===== config.mk =====
export PLATFORM = sky130hd
export DESIGN_NAME = mips_multicycle_control_flat
export DESIGN_NICKNAME = d
export VERILOG_FILES = /design/src/rtl/mips_pkg.sv /design/src/rtl/mips_multicycle_control_if.sv /design/src/rtl/mips_multicycle_control.sv /design/src/flat_wrapper.sv
export SDC_FILE = /design/constraint.sdc
export NUM_CORES = 1
export LEC_CHECK = 0
export BUFFER_PORTS_ARGS = -buffer_cell sky130_fd_sc_hd__clkbuf_2
export CORE_MARGIN = 5
export CORE_UTILIZATION = 27
export DETAILED_ROUTE_END_ITERATION = 7
export PLACE_DENSITY_LB_ADDON = 0.3
export SYNTH_ARGS = -nofsm -noshare
export SYNTH_HDL_FRONTEND = slang
export SYNTH_SLANG_ARGS = --single-unit
export TNS_END_PERCENT = 5

===== constraint.sdc =====
create_clock -name clk -period 1.9 [get_ports clk]
set_input_delay 0.19 -clock clk [delete_from_list [all_inputs] [get_ports clk]]
set_output_delay 0.19 -clock clk [all_outputs]
set_load 0.005 [all_outputs]

===== src/rtl/mips_pkg.sv =====
// Shared definitions for the multi-cycle MIPS control unit: opcodes, FSM state
// encodings, datapath mux encodings and the bundled control word.
package mips_pkg;

  localparam logic [5:0] OP_RTYPE = 6'h00;
  localparam logic [5:0] OP_J     = 6'h02;
  localparam logic [5:0] OP_BEQ   = 6'h04;
  localparam logic [5:0] OP_ADDI  = 6'h08;
  localparam logic [5:0] OP_LW    = 6'h23;
  localparam logic [5:0] OP_SW    = 6'h2B;

  typedef enum logic [3:0] {
    S_FETCH   = 4'd0,
    S_DECODE  = 4'd1,
    S_MEMADR  = 4'd2,
    S_MEMRD   = 4'd3,
    S_MEMWB   = 4'd4,
    S_MEMWR   = 4'd5,
    S_EXEC    = 4'd6,
    S_RWB     = 4'd7,
    S_BRANCH  = 4'd8,
    S_ADDI_EX = 4'd9,
    S_ADDI_WB = 4'd10,
    S_JUMP    = 4'd11,
    S_HALT    = 4'd12
  } state_t;

  typedef enum logic [1:0] {
    ALU_ADD   = 2'b00,
    ALU_SUB   = 2'b01,
    ALU_FUNCT = 2'b10
  } alu_op_t;

  typedef enum logic [1:0] {
    SRCB_REG     = 2'b00,
    SRCB_FOUR    = 2'b01,
    SRCB_IMM     = 2'b10,
    SRCB_IMM_SH2 = 2'b11
  } alu_srcb_t;

  typedef enum logic [1:0] {
    PC_ALU    = 2'b00,
    PC_ALUOUT = 2'b01,
    PC_JUMP   = 2'b10
  } pc_src_t;

  typedef struct packed {
    logic      pc_write;
    logic      pc_write_cond;
    logic      iord;
    logic      mem_read;
    logic      mem_write;
    logic      ir_write;
    logic      memto_reg;
    logic      reg_dst;
    logic      reg_write;
    logic      alu_src_a;
    alu_srcb_t alu_src_b;
    alu_op_t   alu_op;
    pc_src_t   pc_source;
    logic      retired;
  } ctrl_t;

  function automatic logic op_supported(input logic [5:0] op);
    case (op)
      OP_RTYPE, OP_J, OP_BEQ, OP_ADDI, OP_LW, OP_SW: return 1'b1;
      default:                                       return 1'b0;
    endcase
  endfunction

endpackage


===== src/rtl/mips_multicycle_control_if.sv =====
// Control bus between the multi-cycle control FSM (master) and the datapath /
// unified memory (slave).
interface mips_multicycle_control_if #(
  parameter int CNT_W = 32
);

  logic [5:0]       Op;
  logic             PCWrite;
  logic             PCWriteCond;
  logic             IorD;
  logic             MemRead;
  logic             MemWrite;
  logic             IRWrite;
  logic             MemtoReg;
  logic             RegDst;
  logic             RegWrite;
  logic             ALUSrcA;
  logic [1:0]       ALUSrcB;
  logic [1:0]       ALUOp;
  logic [1:0]       PCSource;
  logic [3:0]       state;
  logic             instr_retired;
  logic             illegal_op;
  logic [CNT_W-1:0] instr_count;

  modport master (
    input  Op,
    output PCWrite, PCWriteCond, IorD, MemRead, MemWrite, IRWrite,
           MemtoReg, RegDst, RegWrite, ALUSrcA, ALUSrcB, ALUOp, PCSource,
           state, instr_retired, illegal_op, instr_count
  );

  modport slave (
    output Op,
    input  PCWrite, PCWriteCond, IorD, MemRead, MemWrite, IRWrite,
           MemtoReg, RegDst, RegWrite, ALUSrcA, ALUSrcB, ALUOp, PCSource,
           state, instr_retired, illegal_op, instr_count
  );

endinterface


===== src/rtl/mips_multicycle_control.sv =====
// Moore control FSM for the multi-cycle MIPS datapath, with a retired-instruction
// counter and illegal-opcode detection.
module mips_multicycle_control #(
  parameter int CNT_W        = 32,
  parameter bit ILLEGAL_HALT = 1'b0
) (
  input  logic                      clk,
  input  logic                      reset,
  mips_multicycle_control_if.master bus
);

  import mips_pkg::*;

  state_t           state_q;
  state_t           state_d;
  ctrl_t            ctrl;
  logic [CNT_W-1:0] count_q;

  always_ff @(posedge clk or posedge reset) begin
    if (reset) state_q <= S_FETCH;
    else       state_q <= state_d;
  end

  always_comb begin
    state_d = S_FETCH;
    case (state_q)
      S_FETCH:  state_d = S_DECODE;
      S_DECODE: begin
        case (bus.Op)
          OP_LW, OP_SW: state_d = S_MEMADR;
          OP_RTYPE:     state_d = S_EXEC;
          OP_BEQ:       state_d = S_BRANCH;
          OP_ADDI:      state_d = S_ADDI_EX;
          OP_J:         state_d = S_JUMP;
          default:      state_d = ILLEGAL_HALT ? S_HALT : S_FETCH;
        endcase
      end
      S_MEMADR: begin
        // Op is held in IR, so only lw/sw can reach here; anything else refetches.
        if (bus.Op == OP_LW)      state_d = S_MEMRD;
        else if (bus.Op == OP_SW) state_d = S_MEMWR;
        else                      state_d = S_FETCH;
      end
      S_MEMRD:   state_d = S_MEMWB;
      S_EXEC:    state_d = S_RWB;
      S_ADDI_EX: state_d = S_ADDI_WB;
      S_HALT:    state_d = S_HALT;
      default:   state_d = S_FETCH;
    endcase
  end

  always_comb begin
    ctrl = '0;
    case (state_q)
      S_FETCH: begin
        ctrl.mem_read  = 1'b1;
        ctrl.ir_write  = 1'b1;
        ctrl.alu_src_b = SRCB_FOUR;
        ctrl.alu_op    = ALU_ADD;
        ctrl.pc_write  = 1'b1;
        ctrl.pc_source = PC_ALU;
      end
      S_DECODE: begin
        ctrl.alu_src_b = SRCB_IMM_SH2;
        ctrl.alu_op    = ALU_ADD;
      end
      S_MEMADR, S_ADDI_EX: begin
        ctrl.alu_src_a = 1'b1;
        ctrl.alu_src_b = SRCB_IMM;
        ctrl.alu_op    = ALU_ADD;
      end
      S_MEMRD: begin
        ctrl.mem_read = 1'b1;
        ctrl.iord     = 1'b1;
      end
      S_MEMWB: begin
        ctrl.reg_write = 1'b1;
        ctrl.memto_reg = 1'b1;
        ctrl.retired   = 1'b1;
      end
      S_MEMWR: begin
        ctrl.mem_write = 1'b1;
        ctrl.iord      = 1'b1;
        ctrl.retired   = 1'b1;
      end
      S_EXEC: begin
        ctrl.alu_src_a = 1'b1;
        ctrl.alu_src_b = SRCB_REG;
        ctrl.alu_op    = ALU_FUNCT;
      end
      S_RWB: begin
        ctrl.reg_write = 1'b1;
        ctrl.reg_dst   = 1'b1;
        ctrl.retired   = 1'b1;
      end
      S_BRANCH: begin
        ctrl.alu_src_a     = 1'b1;
        ctrl.alu_src_b     = SRCB_REG;
        ctrl.alu_op        = ALU_SUB;
        ctrl.pc_write_cond = 1'b1;
        ctrl.pc_source     = PC_ALUOUT;
        ctrl.retired       = 1'b1;
      end
      S_ADDI_WB: begin
        ctrl.reg_write = 1'b1;
        ctrl.retired   = 1'b1;
      end
      S_JUMP: begin
        ctrl.pc_write  = 1'b1;
        ctrl.pc_source = PC_JUMP;
        ctrl.retired   = 1'b1;
      end
      default: ;
    endcase
    // Reset is asynchronous, so enables must drop combinationally rather than
    // waiting for the state register to settle.
    if (reset) begin
      ctrl.pc_write      = 1'b0;
      ctrl.pc_write_cond = 1'b0;
      ctrl.mem_read      = 1'b0;
      ctrl.mem_write     = 1'b0;
      ctrl.ir_write      = 1'b0;
      ctrl.reg_write     = 1'b0;
      ctrl.retired       = 1'b0;
    end
  end

  always_ff @(posedge clk or posedge reset) begin
    if (reset)             count_q <= '0;
    else if (ctrl.retired) count_q <= count_q + CNT_W'(1);
  end

  assign bus.PCWrite       = ctrl.pc_write;
  assign bus.PCWriteCond   = ctrl.pc_write_cond;
  assign bus.IorD          = ctrl.iord;
  assign bus.MemRead       = ctrl.mem_read;
  assign bus.MemWrite      = ctrl.mem_write;
  assign bus.IRWrite       = ctrl.ir_write;
  assign bus.MemtoReg      = ctrl.memto_reg;
  assign bus.RegDst        = ctrl.reg_dst;
  assign bus.RegWrite      = ctrl.reg_write;
  assign bus.ALUSrcA       = ctrl.alu_src_a;
  assign bus.ALUSrcB       = ctrl.alu_src_b;
  assign bus.ALUOp         = ctrl.alu_op;
  assign bus.PCSource      = ctrl.pc_source;
  assign bus.state         = state_q;
  assign bus.instr_retired = ctrl.retired;
  assign bus.illegal_op    = !reset && (state_q == S_DECODE) && !op_supported(bus.Op);
  assign bus.instr_count   = count_q;

endmodule

===== src/flat_wrapper.sv =====
// flat-port wrapper written by rule: the top's interface ports become plain ports
module mips_multicycle_control_flat import mips_pkg::*;
#(
  parameter int CNT_W        = 32,
  parameter bit ILLEGAL_HALT = 1'b0
)
  (clk, reset, bus_Op, bus_PCWrite, bus_PCWriteCond, bus_IorD, bus_MemRead, bus_MemWrite, bus_IRWrite, bus_MemtoReg, bus_RegDst, bus_RegWrite, bus_ALUSrcA, bus_ALUSrcB, bus_ALUOp, bus_PCSource, bus_state, bus_instr_retired, bus_illegal_op, bus_instr_count);
  mips_multicycle_control_if #(.CNT_W(CNT_W)) bus_i ();
  input  logic clk;
  input  logic reset;
  input wire logic [$bits(bus_i.Op)-1:0] bus_Op;
  output wire logic [$bits(bus_i.PCWrite)-1:0] bus_PCWrite;
  output wire logic [$bits(bus_i.PCWriteCond)-1:0] bus_PCWriteCond;
  output wire logic [$bits(bus_i.IorD)-1:0] bus_IorD;
  output wire logic [$bits(bus_i.MemRead)-1:0] bus_MemRead;
  output wire logic [$bits(bus_i.MemWrite)-1:0] bus_MemWrite;
  output wire logic [$bits(bus_i.IRWrite)-1:0] bus_IRWrite;
  output wire logic [$bits(bus_i.MemtoReg)-1:0] bus_MemtoReg;
  output wire logic [$bits(bus_i.RegDst)-1:0] bus_RegDst;
  output wire logic [$bits(bus_i.RegWrite)-1:0] bus_RegWrite;
  output wire logic [$bits(bus_i.ALUSrcA)-1:0] bus_ALUSrcA;
  output wire logic [$bits(bus_i.ALUSrcB)-1:0] bus_ALUSrcB;
  output wire logic [$bits(bus_i.ALUOp)-1:0] bus_ALUOp;
  output wire logic [$bits(bus_i.PCSource)-1:0] bus_PCSource;
  output wire logic [$bits(bus_i.state)-1:0] bus_state;
  output wire logic [$bits(bus_i.instr_retired)-1:0] bus_instr_retired;
  output wire logic [$bits(bus_i.illegal_op)-1:0] bus_illegal_op;
  output wire logic [$bits(bus_i.instr_count)-1:0] bus_instr_count;
  assign bus_i.Op = bus_Op;
  assign bus_PCWrite = bus_i.PCWrite;
  assign bus_PCWriteCond = bus_i.PCWriteCond;
  assign bus_IorD = bus_i.IorD;
  assign bus_MemRead = bus_i.MemRead;
  assign bus_MemWrite = bus_i.MemWrite;
  assign bus_IRWrite = bus_i.IRWrite;
  assign bus_MemtoReg = bus_i.MemtoReg;
  assign bus_RegDst = bus_i.RegDst;
  assign bus_RegWrite = bus_i.RegWrite;
  assign bus_ALUSrcA = bus_i.ALUSrcA;
  assign bus_ALUSrcB = bus_i.ALUSrcB;
  assign bus_ALUOp = bus_i.ALUOp;
  assign bus_PCSource = bus_i.PCSource;
  assign bus_state = bus_i.state;
  assign bus_instr_retired = bus_i.instr_retired;
  assign bus_illegal_op = bus_i.illegal_op;
  assign bus_instr_count = bus_i.instr_count;
  mips_multicycle_control #(.CNT_W(CNT_W), .ILLEGAL_HALT(ILLEGAL_HALT)) u_core (.clk(clk), .reset(reset), .bus(bus_i));
endmodule

==> summary.json, run 1 <==
{
  "wire_per_inst": {"value": 12.9, "unit": "um"},
  "finalClockSkew": {"value": 0.0102, "unit": "ns"},
  "yosys_most_used_dff": {"value": "dfrtp_1"},
  "post_drt_via_cell_ratio": {"value": 4.56},
  "final.setup.worst_slack": {"value": -0.0136, "unit": "ns"},
  "netlist.top_cell.by_area": {"value": "dfrtp_1"},
  "cts.hold.buffers_added": {"value": 0},
  "slew_headroom": {"value": 55.9, "unit": "%"},
  "cts_buffers": {"value": 5},
  "synth_xor_area_share": {"value": 15.3, "unit": "%"},
  "number_of_antenna_violations_at_the_first_check_in_global_routing": {"value": 0},
  "maxCapViolCount": {"value": 0},
  "critical-path-top-cell-by-count": {"value": "nor2_4"},
  "yosys_register_bits": {"value": 36},
  "final_nets": {"value": 287},
  "cts_max_path_buffers": {"value": 2},
  "synth_largest_type_area_fraction": {"value": 47.7, "unit": "%"},
  "dieArea": {"value": 8770, "unit": "sq um"},
  "fin_area": {"value": 2640, "unit": "sq um"},
  "rsz0062_at_grt": {"value": "true"},
  "core_outline_area": {"value": 6790, "unit": "sq um"},
  "post_synth.cell_area_avg": {"value": 10.1, "unit": "sq um"},
  "post_route_cells_drive_above_1_share": {"value": 38.0, "unit": "%"},
  "final_max_slew_viol_count": {"value": 0},
  "critical_path.max_stage_delay": {"value": 0.55, "unit": "ns"},
  "powerDensity": {"value": 843, "unit": "nW/um^2"},
  "dieWidth": {"value": 93.7, "unit": "um"},
  "first_iter_violations": {"value": 82},
  "drt-total-wl": {"value": 4.83, "unit": "mm"},
  "synth_adder_area_share": {"value": 0.662, "unit": "%"},
  "ys_top_cells_by_count": {"value": "36 x dfrtp_1, 24 x xnor2_1, 16 x nand2_1"},
  "yosys_warnings": {"value": 0},
  "grt_max_degree": {"value": 38},
  "placement_rows": {"value": 30},
  "finalCriticalPeriod": {"value": 1.91, "unit": "ns"},
  "ctsRootBufferMaster": {"value": "clkbuf_8"},
  "placed_area": {"value": 2410, "unit": "sq um"},
  "final.setup.tns": {"value": -0.0172, "unit": "ns"},
  "critPathMaxFanout": {"value": 5},
  "max_clock_freq": {"value": 523, "unit": "MHz"},
  "vdd.ir_drop.worst": {"value": 0.391, "unit": "mV"},
  "synth_sequential_area_ratio": {"value": 47.7, "unit": "%"},
  "critical_path_arrival": {"value": 1.72, "unit": "ns"},
  "total_power": {"value": 2.22, "unit": "mW"},
  "report.final.setup_viol": {"value": 2},
  "worst_ep_required_time": {"value": 1.71, "unit": "ns"},
  "antenna_violating_nets_left": {"value": 0},
  "drt-pass1-iter-count": {"value": 4},
  "floorplan.initialDensity": {"value": 27.8, "unit": "%"},
  "syn_nets": {"value": 196},
  "worstSkewPairLatency": {"value": 0.29, "unit": "ns"},
  "synth.distinct_cells": {"value": 34},
  "synth_simple_gate_area_share": {"value": 27.0, "unit": "%"},
  "htree_num_levels": {"value": 2},
  "ios": {"value": 62},
  "violated_checks": {"value": "negative setup slack"},
  "timing.critical_path.slowest_stage_cell": {"value": "or4_4"},
  "overflow": {"value": 0},
  "setup.worst_path.class": {"value": "register to output pin"},
  "mapped_cells": {"value": 187},
  "numClockSinks": {"value": 36},
  "synthesis.area": {"value": 1890, "unit": "sq um"},
  "n_antenna_cell": {"value": 0},
  "crit_path_cell_trace": {"value": "buf_6 -> nor2_4 -> nand2_2 -> or4_4 -> nor2_4 -> clkbuf_2"},
  "timing_worst_slew_pin_value": {"value": 0.656, "unit": "ns"},
  "synth-compound-area-share": {"value": 6.23, "unit": "%"},
  "pre_cts_ws": {"value": 0.132, "unit": "ns"},
  "postSynth.asyncResetShare": {"value": 100, "unit": "%"},
  "vias": {"value": 1709},
  "crit_path_end_kind": {"value": "output pin"},
  "worst_path_buffer_plus_inverter_count": {"value": 2},
  "synth.most_common_cell": {"value": "dfrtp_1"},
  "synth_top_family_by_area": {"value": "simple AND/OR/NAND/NOR gates"},
  "fin_crit_sh": {"value": 101, "unit": "%"},
  "tritoncts": {"value": "yes"},
  "clkSlewWorstSetupHoldPaths": {"value": 0.07, "unit": "ns"},
  "track_usage": {"value": 11.2, "unit": "%"},
  "leakagePower": {"value": 1.30, "unit": "nW"},
  "synthToLayoutAreaGrowth": {"value": 39.7, "unit": "%"},
  "synth.mux.area_fraction": {"value": 1.13, "unit": "%"},
  "first_global_vias": {"value": 1657},
  "start_kind": {"value": "register"},
  "holdCritPathClass": {"value": "input pin to async pin"},
  "buffer_ports.inserted": {"value": 61},
  "die_h": {"value": 93.7, "unit": "um"},
  "finalHoldViolations": {"value": 0},
  "status": {"value": "finished with violations"},
  "routabilityCongestion": {"value": 0.761},
  "number_of_enable_type_register_cells_in_the_synthesized_netlist": {"value": 0},
  "critical-path-top-delay-family": {"value": "simple AND/OR/NAND/NOR gates"},
  "global_route_wire_length_before_repair": {"value": 7.99, "unit": "mm"},
  "synth.area.top_cells": {"value": "dfrtp_1 48%, xnor2_1 11%, nand4_1 4.3%"},
  "detail_route.drc_violations": {"value": 0},
  "place_hpwl": {"value": 3.68, "unit": "mm"}
}
## state kept, by name, summed over array words and instances, names as in the netlist
register                flops
u_core.bus.instr_count     32
u_core.bus.state            4
## metrics by stage
| stage | hold slack [ns] | cells | util [%] |
|---|---|---|---|
| after detailed placement | 0.469 | 356 | 35.5 |
| final | 0.215 | 375 | 38.8 |
| after floorplan | 0.374 | 187 | - |
| after CTS | 0.230 | 365 | 37.5 |
| after global placement | 0.461 | 356 | 35.5 |
| after global routing | 0.300 | 375 | 38.8 |
## power by group
part | switching, mW | internal, mW | total, mW
Combinational | 0.357 | 0.335 | 0.692
Clock | 0.270 | 0.389 | 0.659
Sequential | 0.0526 | 0.821 | 0.873
## placed cells by master (no fill, tap or decap), types with 2 or more instances in the layout
cell type,n
clkbuf_2,61
dfrtp_1,36
xnor2_1,24
buf_4,24
nand2_1,15
nor3_1,15
nand4_1,13
nor2_1,12
xor2_1,9
nand3_1,9
a21oi_1,6
and4_1,5
clkbuf_8,5
nor2b_1,3
nand2b_1,3
nor4_1,3
inv_1,3
o21ai_0,3
buf_6,3
o31ai_1,2
nor2_4,2
o211ai_1,2
and3_1,2
## routing by layer
metal  track usage (%)  routed length [um]  vias up
met1              14.4                2220      800
met4              4.09                  87        0
met3              3.13                 347        9
met2              18.0                2180       45
met5                 0                   0        -
li1                  -                   -      855
## layout make-up
class	instances	area, sq um
Fill cell	667	4160
Multi-Input combinational cell	143	973
Sequential cell	36	901
Timing Repair Buffer	88	519
Tap cell	96	120
Clock buffer	6	72.6
Clock inverter	2	35.0
Inverter	4	17.5
## kinds of logic (layout without fill, tap and decap cells)
family                     Yosys count  in the layout
and+or+nand+nor                     90             90
DFF                                 36             36
xor gates and xnor gates            33             33
AOI/OAI and AO/OA                   17             17
buffers and inverters                8            100
muxes                                2              2
adders and majority gates            1              1
## path summary, 6_finish.rpt
kind                                                  from                          to  slack, ns  cells past startpoint
worst max-delay path                   u_core.bus.state[3]              bus_illegal_op      -0.01                      6
worst min-delay path                                 reset         u_core.bus.state[0]       0.22                      4
worst max register to register         u_core.bus.state[3]  u_core.bus.instr_count[26]       0.07                      6
worst min register to register  u_core.bus.instr_count[31]  u_core.bus.instr_count[31]       0.48                      1
max in group asynchronous                            reset   u_core.bus.instr_count[1]       1.35                      4
min in group clk                                 bus_Op[4]         u_core.bus.state[3]       0.30                      4
## worst register-to-register path, stage by stage (launching register included)
cell      delay (ns)
dfrtp_1         0.41
buf_4           0.14
nand2b_4        0.16
o22a_4          0.28
nor4_4          0.42
nand4_1         0.17
xnor2_1         0.15
## what timing repair did
item	4_1_cts	5_1_grt
setup buffers	1	10
resized for setup	8	4
pin swaps	1	6
endpoints found under the hold margin	0	0
setup endpoints to repair	2	5
No activity file was read; power rests on OpenSTA's default activity.
==> run 2, diff against run 1 <==
Settings changed: TNS_END_PERCENT 5 to unset.
==> run 2 against run 1 <==
Effect of this change:
- the run still ends with negative setup slack left
- global-route usage stayed put
- utilization rose by 0.18 points
- maximum frequency is essentially flat
- count of clock-buffer cells in the layout stayed put
- clock skew decreased by 0.0025 ns
- combinational power hardly changed
- die area unchanged
- sequential cell count is the same
- via count grew 0.35%
- first-iteration DRC count is 7.3% lower
- routed wire length shrank 0.27%
- critical path type unchanged
==> summary.json, run 2 (synthesis gave the netlist of run 1 again) <==
{
  "ios": {"value": 62, "change": "unchanged"},
  "critical_path.max_stage_delay": {"value": 0.55, "unit": "ns", "change": "about the same"},
  "post_route_cells_drive_above_1_share": {"value": 38.2, "unit": "%", "change": "+0.22 points"},
  "global_route_wire_length_before_repair": {"value": 7.99, "unit": "mm", "change": "unchanged"},
  "setup.worst_path.class": {"value": "register to output pin"},
  "final.setup.worst_slack": {"value": -0.0118, "unit": "ns", "change": "+0.00180 ns"},
  "maxCapViolCount": {"value": 0, "change": "unchanged"},
  "final.setup.tns": {"value": -0.0118, "unit": "ns", "change": "+0.00546 ns"},
  "finalClockSkew": {"value": 0.00766, "unit": "ns", "change": "-0.00251 ns"},
  "total_power": {"value": 2.23, "unit": "mW", "change": "about the same"},
  "vdd.ir_drop.worst": {"value": 0.394, "unit": "mV", "change": "+0.79%"},
  "start_kind": {"value": "register"},
  "holdCritPathClass": {"value": "input pin to async pin"},
  "finalCriticalPeriod": {"value": 1.91, "unit": "ns", "change": "-0.00180 ns"},
  "final_cell_mix": {"value": "61 x clkbuf_2, 36 x dfrtp_1, 25 x buf_4, 24 x xnor2_1"},
  "synthToLayoutAreaGrowth": {"value": 40.3, "unit": "%"},
  "slew_headroom": {"value": 55.9, "unit": "%", "change": "about the same"},
  "cts.hold.buffers_added": {"value": 0, "change": "unchanged"},
  "dieArea": {"value": 8770, "unit": "sq um", "change": "unchanged"},
  "critPathMaxFanout": {"value": 5, "change": "unchanged"},
  "timing.critical_path.slowest_stage_cell": {"value": "or4_4"},
  "cts_buffers": {"value": 5, "change": "unchanged"},
  "cts_max_path_buffers": {"value": 2, "change": "unchanged"},
  "first_iter_violations": {"value": 76, "change": "-7.3%"},
  "core_outline_area": {"value": 6790, "unit": "sq um", "change": "unchanged"},
  "fin_crit_sh": {"value": 101, "unit": "%", "change": "about the same"},
  "placement_rows": {"value": 30, "change": "unchanged"},
  "report.final.setup_viol": {"value": 1, "change": "-1"},
  "overflow": {"value": 0, "change": "unchanged"},
  "ctsRootBufferMaster": {"value": "clkbuf_8"},
  "clkSlewWorstSetupHoldPaths": {"value": 0.07, "unit": "ns", "change": "about the same"},
  "first_global_vias": {"value": 1657, "change": "unchanged"},
  "n_antenna_cell": {"value": 0, "change": "unchanged"},
  "placed_area": {"value": 2410, "unit": "sq um", "change": "unchanged"},
  "antenna_violating_nets_left": {"value": 0, "change": "unchanged"},
  "track_usage": {"value": 11.2, "unit": "%", "change": "unchanged"},
  "critical-path-top-cell-by-count": {"value": "nor2_4"},
  "numClockSinks": {"value": 36, "change": "unchanged"},
  "worst_ep_required_time": {"value": 1.71, "unit": "ns", "change": "about the same"},
  "timing_worst_slew_pin_value": {"value": 0.656, "unit": "ns", "change": "+0.0000327 ns"},
  "final_nets": {"value": 288, "change": "+0.35%"},
  "detail_route.drc_violations": {"value": 0, "change": "unchanged"},
  "fin_area": {"value": 2650, "unit": "sq um", "change": "+0.47%"},
  "dieWidth": {"value": 93.7, "unit": "um", "change": "unchanged"},
  "floorplan.initialDensity": {"value": 27.8, "unit": "%", "change": "unchanged"},
  "htree_num_levels": {"value": 2, "change": "unchanged"},
  "number_of_antenna_violations_at_the_first_check_in_global_routing": {"value": 0, "change": "unchanged"},
  "rsz0062_at_grt": {"value": "true"},
  "max_clock_freq": {"value": 523, "unit": "MHz", "change": "about the same"},
  "status": {"value": "finished with violations"},
  "crit_path_cell_trace": {"value": "buf_6 -> nor2_4 -> nand2_2 -> or4_4 -> nor2_4 -> clkbuf_2"},
  "tritoncts": {"value": "yes"},
  "largest_reg_flops": {"value": 32, "change": "unchanged"},
  "post_drt_via_cell_ratio": {"value": 4.56, "change": "about the same"},
  "utilization_after_layout": {"value": 39.0, "unit": "%", "change": "+0.18 points"},
  "grt_max_degree": {"value": 38, "change": "unchanged"},
  "vias": {"value": 1715, "change": "+0.35%"},
  "wire_per_inst": {"value": 12.8, "unit": "um", "change": "-0.53%"},
  "worstSkewPairLatency": {"value": 0.29, "unit": "ns", "change": "about the same"},
  "mostFrequentLayoutCell": {"value": "clkbuf_2"},
  "crit_path_end_kind": {"value": "output pin"},
  "die_h": {"value": 93.7, "unit": "um", "change": "unchanged"},
  "drt-pass1-iter-count": {"value": 4, "change": "unchanged"},
  "critical_path_arrival": {"value": 1.72, "unit": "ns", "change": "about the same"},
  "finalHoldViolations": {"value": 0, "change": "unchanged"},
  "powerDensity": {"value": 839, "unit": "nW/um^2", "change": "-0.43%"},
  "drt-total-wl": {"value": 4.82, "unit": "mm", "change": "-0.27%"},
  "final_max_slew_viol_count": {"value": 0, "change": "unchanged"},
  "routabilityCongestion": {"value": 0.761, "change": "unchanged"},
  "violated_checks": {"value": "negative setup slack"},
  "place_hpwl": {"value": 3.68, "unit": "mm", "change": "unchanged"},
  "leakagePower": {"value": 1.31, "unit": "nW", "change": "+0.44%"},
  "buffer_ports.inserted": {"value": 61, "change": "unchanged"}
}
run 2: power by group:
group	leakage (nW)	internal, mW	switching [mW]
sequential	0.496	0.821	0.0525
combinational	0.758	0.335	0.359
clock	0.0552	0.389	0.269
total	1.31	1.55	0.680
run 2: timing repair:
| action | 4_1_cts | 5_1_grt |
|---|---|---|
| buffers inserted | 1 | 11 |
| endpoints found under the setup margin | 2 | 5 |
| gates cloned | 0 | 0 |
| gates resized for setup | 8 | 5 |
| pin swaps | 1 | 5 |
run 2: final cells by class:
type | instances | area [sq um]
Timing Repair Buffer | 89 | 527
Sequential cell | 36 | 901
Inverter | 4 | 17.5
Tap cell | 96 | 120
Clock inverter | 2 | 35.0
Clock buffer | 6 | 72.6
Multi-Input combinational cell | 143 | 978
Fill cell | 667 | 4140
run 2: path summary, 6_finish.rpt:
kind / startpoint / to / slack, ns / depth (start not counted)
max: u_core.bus.state[3] / bus_illegal_op / -0.01 / 6
min: reset / u_core.bus.state[0] / 0.22 / 4
max reg2reg: u_core.bus.state[3] / u_core.bus.instr_count[26] / 0.11 / 7
min reg2reg: u_core.bus.instr_count[31] / u_core.bus.instr_count[31] / 0.48 / 1
max in group asynchronous: reset / u_core.bus.instr_count[1] / 1.35 / 4
min in group clk: bus_Op[4] / u_core.bus.state[3] / 0.30 / 4
run 2: per-stage QoR:
step / setup WS (ns) / cells / hold WS [ns]
2_1_floorplan: 0.0263 / 187 / 0.374
3_3_place_gp: 0.196 / 356 / 0.461
3_5_place_dp: 0.132 / 356 / 0.469
4_1_cts: -0.00534 / 365 / 0.230
5_1_grt: -0.0671 / 376 / 0.306
6_report: -0.0118 / 376 / 0.222
run 2: per-layer routing:
layer	global-route usage (%)	routed length [um]	vias up
met2	18.0	2170	41
li1	-	-	857
met4	4.09	87	0
met1	14.4	2230	808
met3	3.13	334	9
met5	0	0	-
run 2: worst max-delay path: cells and delay by family (launching register included):
family | cells | cell delay (ns)
and+or+nand+nor | 4 | 0.77
DFF | 1 | 0.41
buffers and inverters | 2 | 0.25
==> run 3, diff against run 2 <==
Settings changed: SETUP_SLACK_MARGIN set to 0.2.
==> run 3 against run 2 <==
Effect of this change:
- the flow now finishes without violations
- maximum frequency increased by 4.8%
- sequential power increased by 0.9%
- utilization increased by 6.1 points
- critical path depth unchanged
- die area unchanged
- sequential share of layout area decreased by 4.5 points
- worst hold slack got worse by 0.0079 ns
- design area increased by 16%
- total power increased by 7.7%
- first-iteration DRC count decreased by 3.9%
- register-to-register slack got worse by 0.03 ns
- routed wire length increased by 22%
- critical endpoint unchanged
- highest routed layer unchanged
==> summary.json, run 3 (synthesis gave the netlist of run 1 again) <==
{
  "tritoncts": {"value": "yes"},
  "share_seq_of_total_power": {"value": 36.8, "unit": "%", "change": "-2.4 points"},
  "place_hpwl": {"value": 3.77, "unit": "mm", "change": "+2.5%"},
  "finalClockSkew": {"value": 0.00862, "unit": "ns", "change": "+0.000956 ns"},
  "dieArea": {"value": 8770, "unit": "sq um", "change": "unchanged"},
  "clkSlewWorstSetupHoldPaths": {"value": 0.07, "unit": "ns", "change": "about the same"},
  "maxCapViolCount": {"value": 0, "change": "unchanged"},
  "post_drt_via_cell_ratio": {"value": 4.73, "change": "+3.6%"},
  "rrSetupSlack": {"value": 0.08, "unit": "ns", "change": "-0.03 ns"},
  "core_outline_area": {"value": 6790, "unit": "sq um", "change": "unchanged"},
  "setup.worst_path.class": {"value": "register to output pin"},
  "final_cell_mix": {"value": "59 x clkbuf_2, 38 x buf_4, 34 x dfrtp_1, 19 x xnor2_1, 13 x nand4_1"},
  "switching_share": {"value": 31.6, "unit": "%", "change": "+1.0 points"},
  "mostFrequentLayoutCell": {"value": "clkbuf_2"},
  "pwr-share-comb": {"value": 35.4, "unit": "%", "change": "+4.2 points"},
  "timing.rr.start": {"value": "u_core.bus.state[2]"},
  "synthToLayoutAreaGrowth": {"value": 62.3, "unit": "%"},
  "cts.hold.buffers_added": {"value": 0, "change": "unchanged"},
  "post_route_cells_drive_above_1_share": {"value": 54.2, "unit": "%", "change": "+16 points"},
  "ctsRootBufferMaster": {"value": "clkbuf_8"},
  "critPathLaunch": {"value": "u_core.bus.state[2]"},
  "grt_max_degree": {"value": 38, "change": "unchanged"},
  "dieWidth": {"value": 93.7, "unit": "um", "change": "unchanged"},
  "final.fill_count": {"value": 646, "change": "-3.1%"},
  "buffer_ports.inserted": {"value": 61, "change": "unchanged"},
  "detail_route.drc_violations": {"value": 0, "change": "unchanged"},
  "slew_headroom": {"value": 57.7, "unit": "%", "change": "+1.8 points"},
  "status": {"value": "completed"},
  "timing_worst_slew_pin_value": {"value": 0.629, "unit": "ns", "change": "-0.0273 ns"},
  "critPathMaxFanout": {"value": 3, "change": "-2"},
  "worstSkewPairLatency": {"value": 0.29, "unit": "ns", "change": "about the same"},
  "finalHoldViolations": {"value": 0, "change": "unchanged"},
  "critical_path_arrival": {"value": 1.63, "unit": "ns", "change": "-0.09 ns"},
  "finish.cell_count_without_fillers": {"value": 397, "change": "+5.6%"},
  "ios": {"value": 62, "change": "unchanged"},
  "worst_ep_required_time": {"value": 1.71, "unit": "ns", "change": "about the same"},
  "numClockSinks": {"value": 36, "change": "unchanged"},
  "overflow": {"value": 0, "change": "unchanged"},
  "global_route_wire_length_before_repair": {"value": 8.88, "unit": "mm", "change": "+11%"},
  "first_global_vias": {"value": 1826, "change": "+10%"},
  "track_usage": {"value": 12.5, "unit": "%", "change": "+1.3 points"},
  "number_of_antenna_violations_at_the_first_check_in_global_routing": {"value": 0, "change": "unchanged"},
  "report.final.setup_viol": {"value": 0, "change": "-1"},
  "ff2ff_path_depth": {"value": 7, "change": "unchanged"},
  "setup.worst_path.end": {"value": "bus_illegal_op"},
  "final.setup.tns": {"value": 0, "unit": "ns", "change": "+0.0118 ns"},
  "htree_num_levels": {"value": 2, "change": "unchanged"},
  "vias": {"value": 1876, "change": "+9.4%"},
  "place.detailed.instances": {"value": 357, "change": "+0.28%"},
  "first_iter_violations": {"value": 73, "change": "-3.9%"},
  "clkPwrFrac": {"value": 27.8, "unit": "%", "change": "-1.8 points"},
  "vdd.ir_drop.worst": {"value": 0.319, "unit": "mV", "change": "-19%"},
  "rsz0062_at_grt": {"value": "true"},
  "drt-total-wl": {"value": 5.89, "unit": "mm", "change": "+22%"},
  "finalCriticalPeriod": {"value": 1.82, "unit": "ns", "change": "-0.0870 ns"},
  "max_clock_freq": {"value": 548, "unit": "MHz", "change": "+4.8%"},
  "power_report.internal_total": {"value": 1.64, "unit": "mW", "change": "+6.1%"},
  "power.net_switching": {"value": 756, "unit": "uW", "change": "+11%"},
  "holdCritPathClass": {"value": "input pin to async pin"},
  "final_nets": {"value": 309, "change": "+7.3%"},
  "area.sequential": {"value": 903, "unit": "sq um", "change": "+0.28%"},
  "crit_path_end_kind": {"value": "output pin"},
  "cts_max_path_buffers": {"value": 2, "change": "unchanged"},
  "powerDensity": {"value": 781, "unit": "nW/um^2", "change": "-6.9%"},
  "leakagePower": {"value": 1.57, "unit": "nW", "change": "+20%"},
  "antenna_violating_nets_left": {"value": 0, "change": "unchanged"},
  "routabilityCongestion": {"value": 0.787, "change": "+3.5%"},
  "wire_per_inst": {"value": 14.8, "unit": "um", "change": "+16%"},
  "final_max_slew_viol_count": {"value": 0, "change": "unchanged"},
  "cts_buffers": {"value": 5, "change": "unchanged"},
  "n_antenna_cell": {"value": 0, "change": "unchanged"},
  "floorplan.initialDensity": {"value": 27.8, "unit": "%", "change": "unchanged"},
  "die_h": {"value": 93.7, "unit": "um", "change": "unchanged"},
  "placement_rows": {"value": 30, "change": "unchanged"},
  "worstReg2RegEnd": {"value": "u_core.bus.instr_count[22]"},
  "multiInputGateArea": {"value": 1200, "unit": "sq um", "change": "+23%"},
  "start_kind": {"value": "register"},
  "largest_reg_flops": {"value": 32, "change": "unchanged"},
  "drt-pass1-iter-count": {"value": 4, "change": "unchanged"},
  "fin_crit_sh": {"value": 96.0, "unit": "%", "change": "-4.6 points"}
}
-- run 3: cell count changes in the layout (fill, tap and decap cells not counted), moves of 4 or more --
cell,change
nand2_1,-5
xnor2_1,-5
nor2_1,-4
nor3_1,-5
buf_4,+13
xnor2_2,+4
buf_6,+7
-- run 3: timing repair --
action                                  4_1_cts  5_1_grt
endpoints found under the setup margin       10       30
hold endpoints to repair                      0        0
gates resized for setup                      18       54
pin swaps                                     7       21
buffers inserted                             12       19
gates cloned                                  0        1
-- run 3: how the worst min path moves through the flow --
stage	end	cells after the start
after floorplan	u_core.bus.instr_count[0]	1
after global placement	u_core.bus.instr_count[31]	1
after CTS	u_core.bus.instr_count[16]	4
after detailed placement	u_core.bus.instr_count[31]	1
final	u_core.bus.state[2]	4
after global routing	u_core.bus.state[2]	4
-- run 3: power groups by stage --
stage	Sequential, mW	Combinational [mW]	Clock, mW
final	0.881	0.849	0.666
after floorplan	0.906	0.298	0
after global routing	0.888	0.925	0.700
after global placement	0.891	0.638	0
after detailed placement	0.892	0.637	0
after CTS	0.880	0.732	0.679
-- run 3: routing by layer --
layer	vias to the layer above	share of wire, %	routed length [um]	GRT usage [%]
met2	54	50	2930	20.1
met4	0	1.4	80	3.97
met1	915	44	2560	16.8
met3	6	5.2	307	2.72
li1	901	-	-	-
met5	-	0	0	0
-- run 3: cell type report --
| type | count | share of cell area (%) |
|---|---|---|
| clock buffer | 6 | 2.37 |
| clock inverter | 2 | 1.14 |
| inverter | 4 | 0.612 |
| timing repair buffer | 110 | 23.4 |
| sequential | 36 | 29.5 |
| tap | 96 | 3.92 |
| multi-input combinational | 143 | 39.1 |
-- run 3: worst max-delay path, stage by stage (launching register included) --
cell      delay [ns]
dfrtp_1         0.42
buf_6           0.14
nor2_4          0.10
nand2_2         0.06
or4_4           0.43
nor2_4          0.09
clkbuf_2        0.11
-- run 3: metrics by stage --
step                      setup WS (ns)  utilization [%]  hold WS [ns]  cell area, sq um  total power, mW
after detailed placement         0.0653             35.7         0.473              2420             1.53
after floorplan                   0.203                -         0.152              1890             1.20
after global placement            0.216             35.7         0.461              2420             1.53
after CTS                        0.0900             39.5         0.235              2680             2.29
final                            0.0752             45.1         0.214              3070             2.40
after global routing             0.0139             45.1         0.297              3070             2.51
